--- src/rtl/bcd_pkg.sv ---
// Shared definitions for the sequential BCD-to-binary converter.
// Contents: FSM state type and default DIGITS / BIN_W constants.
// No logic; imported by bcd_to_bin_seq.
package bcd_pkg;

   // Four packed BCD digits (0..9999) need 14 result bits / 14 iterations.
   localparam int BCD_DIGITS_DEF = 4;
   localparam int BCD_BIN_W_DEF  = 14;

   typedef enum logic [1:0] {
      ST_IDLE  = 2'd0,
      ST_SHIFT = 2'd1,
      ST_DONE  = 2'd2
   } state_t;

endpackage : bcd_pkg

--- src/rtl/bcd_digit_sub3.sv ---
// Reverse double-dabble correction for one BCD digit: subtract 3 when >= 8.
// Latency: purely combinational, zero cycles.
// Backpressure: none; output follows input.
// Ports: d - shifted digit value, q - corrected digit.
module bcd_digit_sub3 (
   input  logic [3:0] d,
   output logic [3:0] q
);

   // After a right shift a digit that held 10..19 shows up as 8..9+5; taking
   // 3 off restores a proper halving in decimal (the shifted-in 8 is worth 5).
   always_comb begin
      q = d;
      if (d >= 4'd8) begin
         q = d - 4'd3;
      end
   end

endmodule : bcd_digit_sub3

--- src/rtl/bcd_to_bin_seq.sv ---
// Sequential BCD-to-binary converter (reverse double dabble, one bit per cycle).
// Latency: start accepted at edge 0 -> done pulse after edge BIN_W; BIN_W+2 cycle repeat rate.
// Backpressure: none; start is ignored while busy or done, nothing is queued.
//
// Ports:
//   clk     - system clock, rising edge
//   reset   - synchronous active-high reset; aborts any conversion
//   start   - request to convert bcd_in (sampled only in IDLE)
//   bcd_in  - packed BCD, digit 0 in bits [3:0]
//   busy    - high exactly while shifting
//   done    - one-cycle pulse, bin_out/err valid
//   bin_out - registered binary result, held until the next result or reset
//   err     - invalid-digit flag, qualified by done
//
// Build option: define BCD_ERR_CHECK_EN to flag digits > 9 (err=1, bin_out=0).
// Without it err is tied low and invalid digits convert to whatever the
// shift/correct algorithm produces.
module bcd_to_bin_seq
   import bcd_pkg::*;
#(
   parameter int DIGITS = BCD_DIGITS_DEF,
   parameter int BIN_W  = BCD_BIN_W_DEF
) (
   input  logic                  clk,
   input  logic                  reset,
   input  logic                  start,
   input  logic [4*DIGITS-1:0]   bcd_in,
   output logic                  busy,
   output logic                  done,
   output logic [BIN_W-1:0]      bin_out,
   output logic                  err
);

   localparam int BCD_W = 4 * DIGITS;
   localparam int CNT_W = $clog2(BIN_W + 1);
   localparam logic [CNT_W-1:0] LAST_CNT = CNT_W'(BIN_W - 1);

   state_t             state_q;
   state_t             state_nx;
   logic [BCD_W-1:0]   bcd_q;
   logic [BIN_W-1:0]   bin_q;
   logic [CNT_W-1:0]   cnt_q;

   logic [BCD_W-1:0]   bcd_shift;
   logic [BCD_W-1:0]   bcd_fix;
   logic [BIN_W-1:0]   bin_shift;
   logic [BIN_W-1:0]   result;
   logic               last_iter;

   // One step: shift the whole {bcd, bin} pair right, zero into the BCD MSB;
   // the BCD LSB falls into the binary MSB.
   assign {bcd_shift, bin_shift} = {bcd_q, bin_q} >> 1;

   for (genvar g = 0; g < DIGITS; g++) begin : g_dig
      bcd_digit_sub3 u_sub3 (
         .d (bcd_shift[4*g +: 4]),
         .q (bcd_fix[4*g +: 4])
      );
   end

   assign last_iter = (cnt_q == LAST_CNT);

   // ---------------------------------------------------------------------
   // Next-state logic
   // ---------------------------------------------------------------------
   always_comb begin
      state_nx = state_q;
      case (state_q)
         ST_IDLE:  if (start)     state_nx = ST_SHIFT;
         ST_SHIFT: if (last_iter) state_nx = ST_DONE;
         ST_DONE:                 state_nx = ST_IDLE;
         default:                 state_nx = ST_IDLE;
      endcase
   end

   // ---------------------------------------------------------------------
   // State, datapath and registered outputs
   // ---------------------------------------------------------------------
   always_ff @(posedge clk) begin
      if (reset) begin
         state_q <= ST_IDLE;
         busy    <= 1'b0;
         done    <= 1'b0;
         bin_out <= '0;
         bcd_q   <= '0;
         bin_q   <= '0;
         cnt_q   <= '0;
      end else begin
         state_q <= state_nx;
         // Outputs decoded from the next state so they line up with state_q.
         busy    <= (state_nx == ST_SHIFT);
         done    <= (state_nx == ST_DONE);
         case (state_q)
            ST_IDLE: begin
               if (start) begin
                  bcd_q <= bcd_in;
                  bin_q <= '0;
                  cnt_q <= '0;
               end
            end
            ST_SHIFT: begin
               bcd_q <= bcd_fix;
               bin_q <= bin_shift;
               cnt_q <= cnt_q + CNT_W'(1);
               // The final shift's result goes straight to the output so
               // done appears on the cycle right after the last step.
               if (last_iter) begin
                  bin_out <= result;
               end
            end
            default: begin
            end
         endcase
      end
   end

`ifdef BCD_ERR_CHECK_EN
   logic inv_in;
   logic inv_q;

   always_comb begin
      inv_in = 1'b0;
      for (int i = 0; i < DIGITS; i++) begin
         if (bcd_in[4*i +: 4] > 4'd9) begin
            inv_in = 1'b1;
         end
      end
   end

   // The invalid flag is captured with the operand and only surfaces with done.
   always_ff @(posedge clk) begin
      if (reset) begin
         inv_q <= 1'b0;
         err   <= 1'b0;
      end else begin
         if ((state_q == ST_IDLE) && start) begin
            inv_q <= inv_in;
         end
         err <= (state_q == ST_SHIFT) && last_iter && inv_q;
      end
   end

   assign result = inv_q ? '0 : bin_shift;
`else
   assign err    = 1'b0;
   assign result = bin_shift;
`endif

endmodule : bcd_to_bin_seq

--- config.mk ---
export PLATFORM = sky130hd
export DESIGN_NAME = bcd_to_bin_seq
export DESIGN_NICKNAME = d
export VERILOG_FILES = /design/src/rtl/bcd_pkg.sv /design/src/rtl/bcd_digit_sub3.sv /design/src/rtl/bcd_to_bin_seq.sv
export SDC_FILE = /design/constraint.sdc
export NUM_CORES = 1
export LEC_CHECK = 0
export ABC_AREA = 0
export BUFFER_PORTS_ARGS = -buffer_cell sky130_fd_sc_hd__buf_2
export CORE_ASPECT_RATIO = 1.75
export CORE_UTILIZATION = 56
export CTS_CLUSTER_SIZE = 12
export DETAILED_ROUTE_END_ITERATION = 8
export GPL_ROUTABILITY_DRIVEN = 1
export PLACE_DENSITY = 0.8
export SYNTH_ARGS = -nofsm -noshare
export SYNTH_HDL_FRONTEND = slang
export SYNTH_SLANG_ARGS = --single-unit
--- constraint.sdc ---
create_clock -name clk -period 1.7 [get_ports clk]
set_clock_uncertainty 0.15 [all_clocks]
set_input_delay 0.17 -clock clk [delete_from_list [all_inputs] [get_ports clk]]
set_output_delay 0.17 -clock clk [all_outputs]
set_load 0.02 [all_outputs]
Yosys cells after proc, flatten, opt, wreduce, memory -nomap -nowiden
Cells that the tools add are included.
{ "totals": {"out_inout_bits": 17, "word_cells": 38, "in_bits": 19, "reg_bits": 52} }
{ "classes": {"n_addsub": 5, "muxes": 13, "reduce_logical": 4, "eq_ne": 5, "magnitude_cmp": 4} }
{ "ops": {"columns": ["operator", "n"], "rows": [
  ["$pmux 16 s2", 1],
  ["$pmux 14 s2", 1],
  ["$mux 4", 5],
  ["$mux 16", 1],
  ["$mux 14", 1],
  ["$ge 4x4->1 const B", 3],
  ["$sub 4x2->4 const B", 3],
  ["$pmux 4 s2", 1],
  ["$add 4x1->4 const B", 1],
  ["$eq 2x1->1 const B", 2],
  ["$eq 4x4->1 const B", 1],
  ["$ge 3x4->1 const B", 1],
  ["$mux 2", 2],
  ["$pmux 2 s2", 1],
  ["$reduce_and 2->1", 2],
  ["$sub 3x2->4 const B", 1],
  ["$eq 2x2->1 const B", 1],
  ["$logic_not 2->1", 1],
  ["$ne 2x2->1 const B", 1],
  ["$reduce_bool 2->1", 1]
]} }

Longest topological paths before layout
Gate-level depths: netlist of run 1.
{ "logic_depth": {"ltp_word": 4, "ltp_mapped": 6, "depth_no_buf": 5} }

Cells and area by module
Synthesis of run 1 repeated with hierarchy kept, for this count alone.
{ "unflattened": {"hier_cells": 283, "area_unflattened_um2": 2373.5} }
{ "by_module_without_submodules": {"columns": ["mod", "cells_each", "area_each_um2", "n_inst"], "rows": [
  ["bcd_to_bin_seq", 239, 2068.2, 1],
  ["bcd_digit_sub3", 11, 76.3, 4]
]} }

Least setup slack after synthesis of run 1
No wires, ideal clock.
{ "synth_timing": {"path_kind": "reg-to-reg", "start": "register cnt_q[0]", "end": "register bin_out[10]", "slack_ns": 0.236, "period_less_slack_ns": 1.464, "path_stages_with_launch": 6, "t_arrival_ns": 1.242, "path_buffers": 1, "required_time_ns": 1.478, "path_cell_list": "dfxtp_1 -> ha_1 -> nand3_1 -> nor2_4 -> buf_6 -> mux2i_1"} }
{ "synth_via": {"elab_chain_cells": 2} }
{ "synth_lines": {"columns": ["item", "line", "text"], "rows": [
  ["from (decl)", "bcd_to_bin_seq.sv:42", "logic [CNT_W-1:0] cnt_q;"],
  ["from (signal assigned)", "bcd_to_bin_seq.sv:104", "cnt_q <= cnt_q + CNT_W'(1);"],
  ["$eq 4x4->1", "bcd_to_bin_seq.sv:61", "assign last_iter = (cnt_q == LAST_CNT);"],
  ["$reduce_and 2->1 (no source line)", null, null],
  ["to (signal assigned)", "bcd_to_bin_seq.sv:108", "bin_out <= result;"],
  ["to (decl)", "bcd_to_bin_seq.sv:30", "output logic [BIN_W-1:0] bin_out,"]
]} }
Every way passes these cells.
A chain may end at the register's enable or synchronous reset.

Worst setup path after layout of run 1
{ "layout_timing": {"start": "register cnt_q[0]", "end": "register bin_out[1]"} }
The elaborated chain is that of the path after synthesis.

==> metrics.txt, run 1 <==
GRT Total Usage 25.27%; switching portion of total power about a quarter; top-area cell type share of the netlist area between 40% and 50%; Mapped Avg Cell Area 9.580 um^2; starting density of the core 59.39%; full die area 0.004412 mm^2; Setup-failing EPs final 0; root buffer cell clkbuf_8; Via Count 1849; Netlist cell types 37; n_diodes 0; EDFF count, synth 0; drt wl/cell 15.11 um; DP Area 0.002564 mm^2; top-count cell post-synth dfxtp_1; CP Depth 5; maximum clock path buffer count 2; Seq pwr share 52.9%; clock group share of total power between 30% and 40%; Cells after Synth 242; Leak 0.001065 uW; H-tree depth 2; vias in the first global route between 1500 and 2000; HP Class in2reg; port bufs 34; Setup Slack @ Placement 0.08806 ns; chip height slightly below 90 um; minimum clock period 1.559 ns; Peak VDD IR 0.0007403 V; final WL 5.000 mm; # rows 30; Worst R2R Start cnt_q[0]; reg2reg end bin_out[1]; Comb pwr share 11.4%; Routability Congestion 0.7995; Synth-to-Final Area Change 17.43%; FF+latch count, synth 51; clock transition at the registers of the reported paths 0.09 ns; Yosys warnings 0; Peak Freq 0.6413 GHz; Buf/Inv on CP 1; Syn Nets ~270; Internal 1847 uW; Critical Path Max Stage Delay 0.40 ns; Core ar. 0.003904 mm^2; CTS Buf Count 5; CP Launch Point cnt_q[0]; crit path max fanout 14; top post-synthesis cells by area dfxtp_1, nand2b_1, mux2i_1, a22oi_1, ha_1; final hold vios 0; RSZ-0062 raised after global routing no; PnR worst setup slack 0.1405 ns; Worst Path Class, Setup reg2reg; fin crit share approximately nine tenths; total clock sinks 51; most frequent cells after synthesis dfxtp_1, nand2b_1, nor2_1; CP Capture Type register; Routed Antenna Nets 0; DP HPWL about 3.5 mm; sequential share of the synthesized area approximately 44%; Final #Nets 309; GRT overflow 0; max cap viols 0; First DRT Iteration DRCs 66; max-slew violations 0; Post-synth ARST share 0%; Worst R2R Path Depth 5; antenna violations before repair 0; fin area ~0.0027 mm^2; CTS tree built; total negative slack 0 ns; drt via density 5.586; Crit-path slowest cell dfxtp_1; Cell Area, Synth 0.002318 mm^2; Clock Latency Late Sink 0.30 ns; outcome completed; WP data arrival 1.64 ns; crit path cell chain ha_1, nand3_1, nor2_4, buf_12, mux2i_1; Die W 50.64 um; Setup Buffers After CTS 0; Critical Path Start Type register; # IOs 36; CP Data Required Time 1.78 ns; Tot Pwr 2431 uW; router iterations before antenna repair 4; share of layout cells above drive strength 1 20.85%; ys flop type dfxtp_1; Worst Setup EP bin_out[1]; CP top delay family flip-flops; Placed Cells 319; DRC Markers 0; first-pass GRT wire length 8.293 mm; Power Density ~890 mW/mm^2; largest net degree at the start of global routing 33; largest area contributor in the netlist dfxtp_1; flop2flop setup slack 0.14 ns; Switching Power 583.9 uW; fin cells 331
## routing by layer
metal | part of all wire (%) | wire length, um | global-route usage [%] | vias up
met3 | 3.1 | 157 | 5.410 | 8
met4 | 1.6 | 81 | 9.091 | 0
li1 | - | - | - | 927
met5 | 0 | 0 | 0 | -
met1 | 41 | 2050 | 27.45 | 877
met2 | 54 | 2710 | 46.79 | 37
## placed cells by master (no fill, tap or decap), types with 2 or more instances in the layout
master	Yosys	routed
xnor2_1	6	6
nor3_1	5	5
buf_2	5	34
a41oi_1	2	2
buf_4	4	9
dfxtp_1	51	50
clkbuf_8	0	6
a22oi_1	17	17
o211a_1	3	3
ha_1	8	8
dlygate4sd3_1	0	4
nand2b_1	30	30
a221o_1	3	3
mux2i_1	15	15
a2111oi_1	2	2
a221oi_1	3	3
a31oi_1	2	2
inv_1	11	11
and2b_1	2	2
nor2b_1	5	5
nand2_1	8	8
nor2_1	23	23
nand3_1	4	4
o22ai_1	9	9
buf_12	0	2
o32ai_1	3	3
a311oi_1	3	3
## worst min path at each step
| stage | startpoint | end | depth (start not counted) |
|---|---|---|---|
| floorplan | bcd_in[0] | bcd_q[0] | 1 |
| finish | bcd_in[5] | bcd_q[5] | 3 |
| detailed placement | bcd_in[8] | bcd_q[8] | 2 |
| global route | bcd_in[5] | bcd_q[5] | 3 |
| CTS | bcd_in[5] | bcd_q[5] | 3 |
| global placement | bcd_in[4] | bcd_q[4] | 2 |
## metrics by stage
stage,utilization (%),hold slack (ns)
global placement,65.67,0.2499
detailed placement,65.67,0.2524
floorplan,-,0.1593
global route,69.74,0.02034
finish,69.74,0.02742
CTS,69.71,0.02592
## registers in the layout (all words and copies together) (netlist names)
signal	flops
bin_q	13
busy	1
done	1
cnt_q	4
state_q	2
bin_out	14
bcd_q	16
## cell families (layout without fill, tap and decap cells)
kind of cell	count (synthesis)	in the layout	share of synthesized area [%]
XOR/XNOR	6	6	2.267
adder cells (fa/ha/maj)	8	8	4.317
multiplexers	15	15	6.476
other	1	1	0.1617
AO/OA/AOI/OAI	50	50	17.43
AND/OR/NAND/NOR	83	83	19.21
buffers and inverters	28	69	6.098
flip-flops	51	51	44.04
## power groups by stage
| stage | clock [uW] | combinational [uW] | sequential, uW |
|---|---|---|---|
| 2_1_floorplan | 0 | 193 | 1300 |
| 3_3_place_gp | 0 | 257 | 1310 |
| 3_5_place_dp | 0 | 267 | 1310 |
| 4_1_cts | 889 | 276 | 1280 |
| 5_1_grt | 946 | 303 | 1290 |
| 6_report | 869 | 277 | 1290 |
## area by class of cell
cell class,instances,area [um^2]
Tap cell,48,60.06
Clock inverter,2,35.03
Sequential cell,51,1022
Inverter,12,45.04
Multi-Input combinational cell,163,1160
Timing Repair Buffer,49,317.8
Fill cell,322,1181
Clock buffer,6,82.58
## worst reg2reg max path: stages (launching register included)
cell and delay, ns:
dfxtp_1 0.40, ha_1 0.23, nand3_1 0.19, nor2_4 0.15
buf_12 0.17, mux2i_1 0.20
## repair_timing
action / in CTS / in global routing
endpoints found under the hold margin: 4 / 0
hold buffers: 4 / 0
endpoints found under the setup margin: 0 / 2
gates resized for setup: 0 / 1
(Power assumes the default switching activity.)
==> run 2, diff against run 1 <==
- CELL_PAD_IN_SITES_DETAIL_PLACEMENT: unset -> 2
- CELL_PAD_IN_SITES_GLOBAL_PLACEMENT: unset -> 2
- CORE_ASPECT_RATIO: 1.75 -> 0.5
- CORE_UTILIZATION: 56 -> 35
==> metrics.txt, run 2 (synthesis results as in run 1) <==
outcome finished with violations; violated checks hold timing; largest net degree at the start of global routing 42 (+27%); full die area 0.006973 mm^2 (+58%); Power Density 926.0 mW/mm^2 (+3.7%); Via Count 1944 (+5.1%); clock group share of total power 38.9% (+3.2 points); DP HPWL 4.208 mm (+20%); Internal 1913 uW (+3.6%); Final #Nets 309 (unchanged); drt wl/cell 17.61 um (+17%); clock transition at the registers of the reported paths 0.07 ns (-0.02 ns); max FFs per register 16 (unchanged); Synth-to-Final Area Change 20.13%; total negative slack 0 ns (unchanged); max-slew violations 0 (unchanged); most frequent cells in the layout dfxtp_1, buf_2, nand2b_1; Critical Path Start Type register; Worst Path Class, Setup reg2reg; total clock sinks 51 (unchanged); RSZ-0062 raised after global routing no; final hold vios 1 (+1); root buffer cell clkbuf_16; Seq pwr share 49.9% (-3.0 points); biggest regs bcd_q x16, bin_out x14, bin_q x13; share of layout cells above drive strength 1 20.85% (unchanged); chip height 59.55 um (-32%); vias in the first global route 2067 (+16%); Leak 0.001067 uW (+0.25%); H-tree depth 2 (unchanged); max cap viols 0 (unchanged); largest reg by FF count bcd_q; WP data arrival 1.66 ns (+0.02 ns); Peak Freq 0.6269 GHz (-2.2%); fin area 0.002785 mm^2 (+2.3%); drt via density 5.240 (-6.2%); antenna violations before repair 0 (unchanged); CP Capture Type register; Min Hold Slack -0.0005025 ns (-0.02792 ns); Clock Latency Late Sink 0.30 ns (about the same); Routed Antenna Nets 0 (unchanged); # rows 20 (-33%); crit path max fanout 6 (-8); HP Class in2reg; Setup-failing EPs final 0 (unchanged); First DRT Iteration DRCs 45 (-32%); starting density of the core 37.21% (-22 points); # IOs 36 (unchanged); CTS tree built; CP Data Required Time 1.77 ns (about the same); Comb pwr share 11.2% (-0.2 points); port bufs 34 (unchanged); n_diodes 0 (unchanged); commonest non-fill, non-tap cell in the layout dfxtp_1; maximum clock path buffer count 2 (unchanged); DRC Markers 0 (unchanged); switching portion of total power 25.82% (+1.8 points); GRT overflow 0 (unchanged); router iterations before antenna repair 4 (unchanged); final WL 6.533 mm (+31%); DP Area 0.002609 mm^2 (+1.8%); Core ar. 0.006231 mm^2 (+60%); GRT Total Usage 20.14% (-5.1 points); minimum clock period 1.595 ns (+0.03565 ns); multi-input logic area 0.001165 mm^2 (+0.43%); Die W 117.1 um (+130%); # fillers 678 (+110%); Routability Congestion 0.7758 (-3.0%); first-pass GRT wire length 10.39 mm (+25%); CTS Buf Count 5 (unchanged); Register Area 0.001021 mm^2 (-0.12%); Switching Power 665.9 uW (+14%); fin crit share 93.83% (+2.1 points); Peak VDD IR 0.0003731 V (-50%)
-- run 2: final timing paths --
path               from         end  slack [ns]  cells after the start
max          state_q[0]    cnt_q[3]        0.10                      4
min           bcd_in[8]    bcd_q[8]     -0.0005                      2
max reg2reg  state_q[0]    cnt_q[3]        0.10                      4
min reg2reg  bin_out[5]  bin_out[5]        0.33                      2
-- run 2: critical path, cell delays in order (launching register included) --
cell and delay, ns:
dfxtp_1 0.41, buf_4 0.18, nand2b_1 0.17, or3_1 0.41, a31oi_1 0.20
-- run 2: power groups by stage --
stage               Clock (uW)  Combinational, uW  Sequential, uW
finish                    1000                289            1290
global route              1060                315            1290
CTS                       1030                288            1290
detailed placement           0                275            1310
global placement             0                264            1310
floorplan                    0                193            1300
-- run 2: cell type report --
cell class	instances	share of cell area, %
multi-input combinational	163	41.82
sequential	51	36.66
timing repair buffer	49	10.87
clock buffer	6	4.627
tap	88	3.953
inverter	12	1.617
clock inverter	2	0.4492
-- run 2: stage by stage --
step	worst slack, ns	power [uW]	hold WS, ns	cells	utilization, %
final	0.1049	2579	-0.0005025	371	44.70
after global routing	0.008905	2667	0.008820	371	44.70
after CTS	0.07587	2603	0.003049	371	44.62
after detailed placement	0.1036	1586	0.2569	360	41.87
after global placement	0.2217	1571	0.2585	360	41.87
after floorplan	0.2362	1489	0.1593	242	-
-- run 2: per-layer routing --
metal	global-route usage, %	routed length, um
met1	24.27	3089
met2	34.74	3058
met3	4.806	229
met4	9.042	155
met5	0	0
-- run 2: what timing repair did --
action | in CTS | in global routing
endpoints found under the setup margin | 0 | 2
hold endpoints to repair | 3 | 0
hold buffers | 3 | 0
gates resized for setup | 0 | 1
buffers inserted | 0 | 0
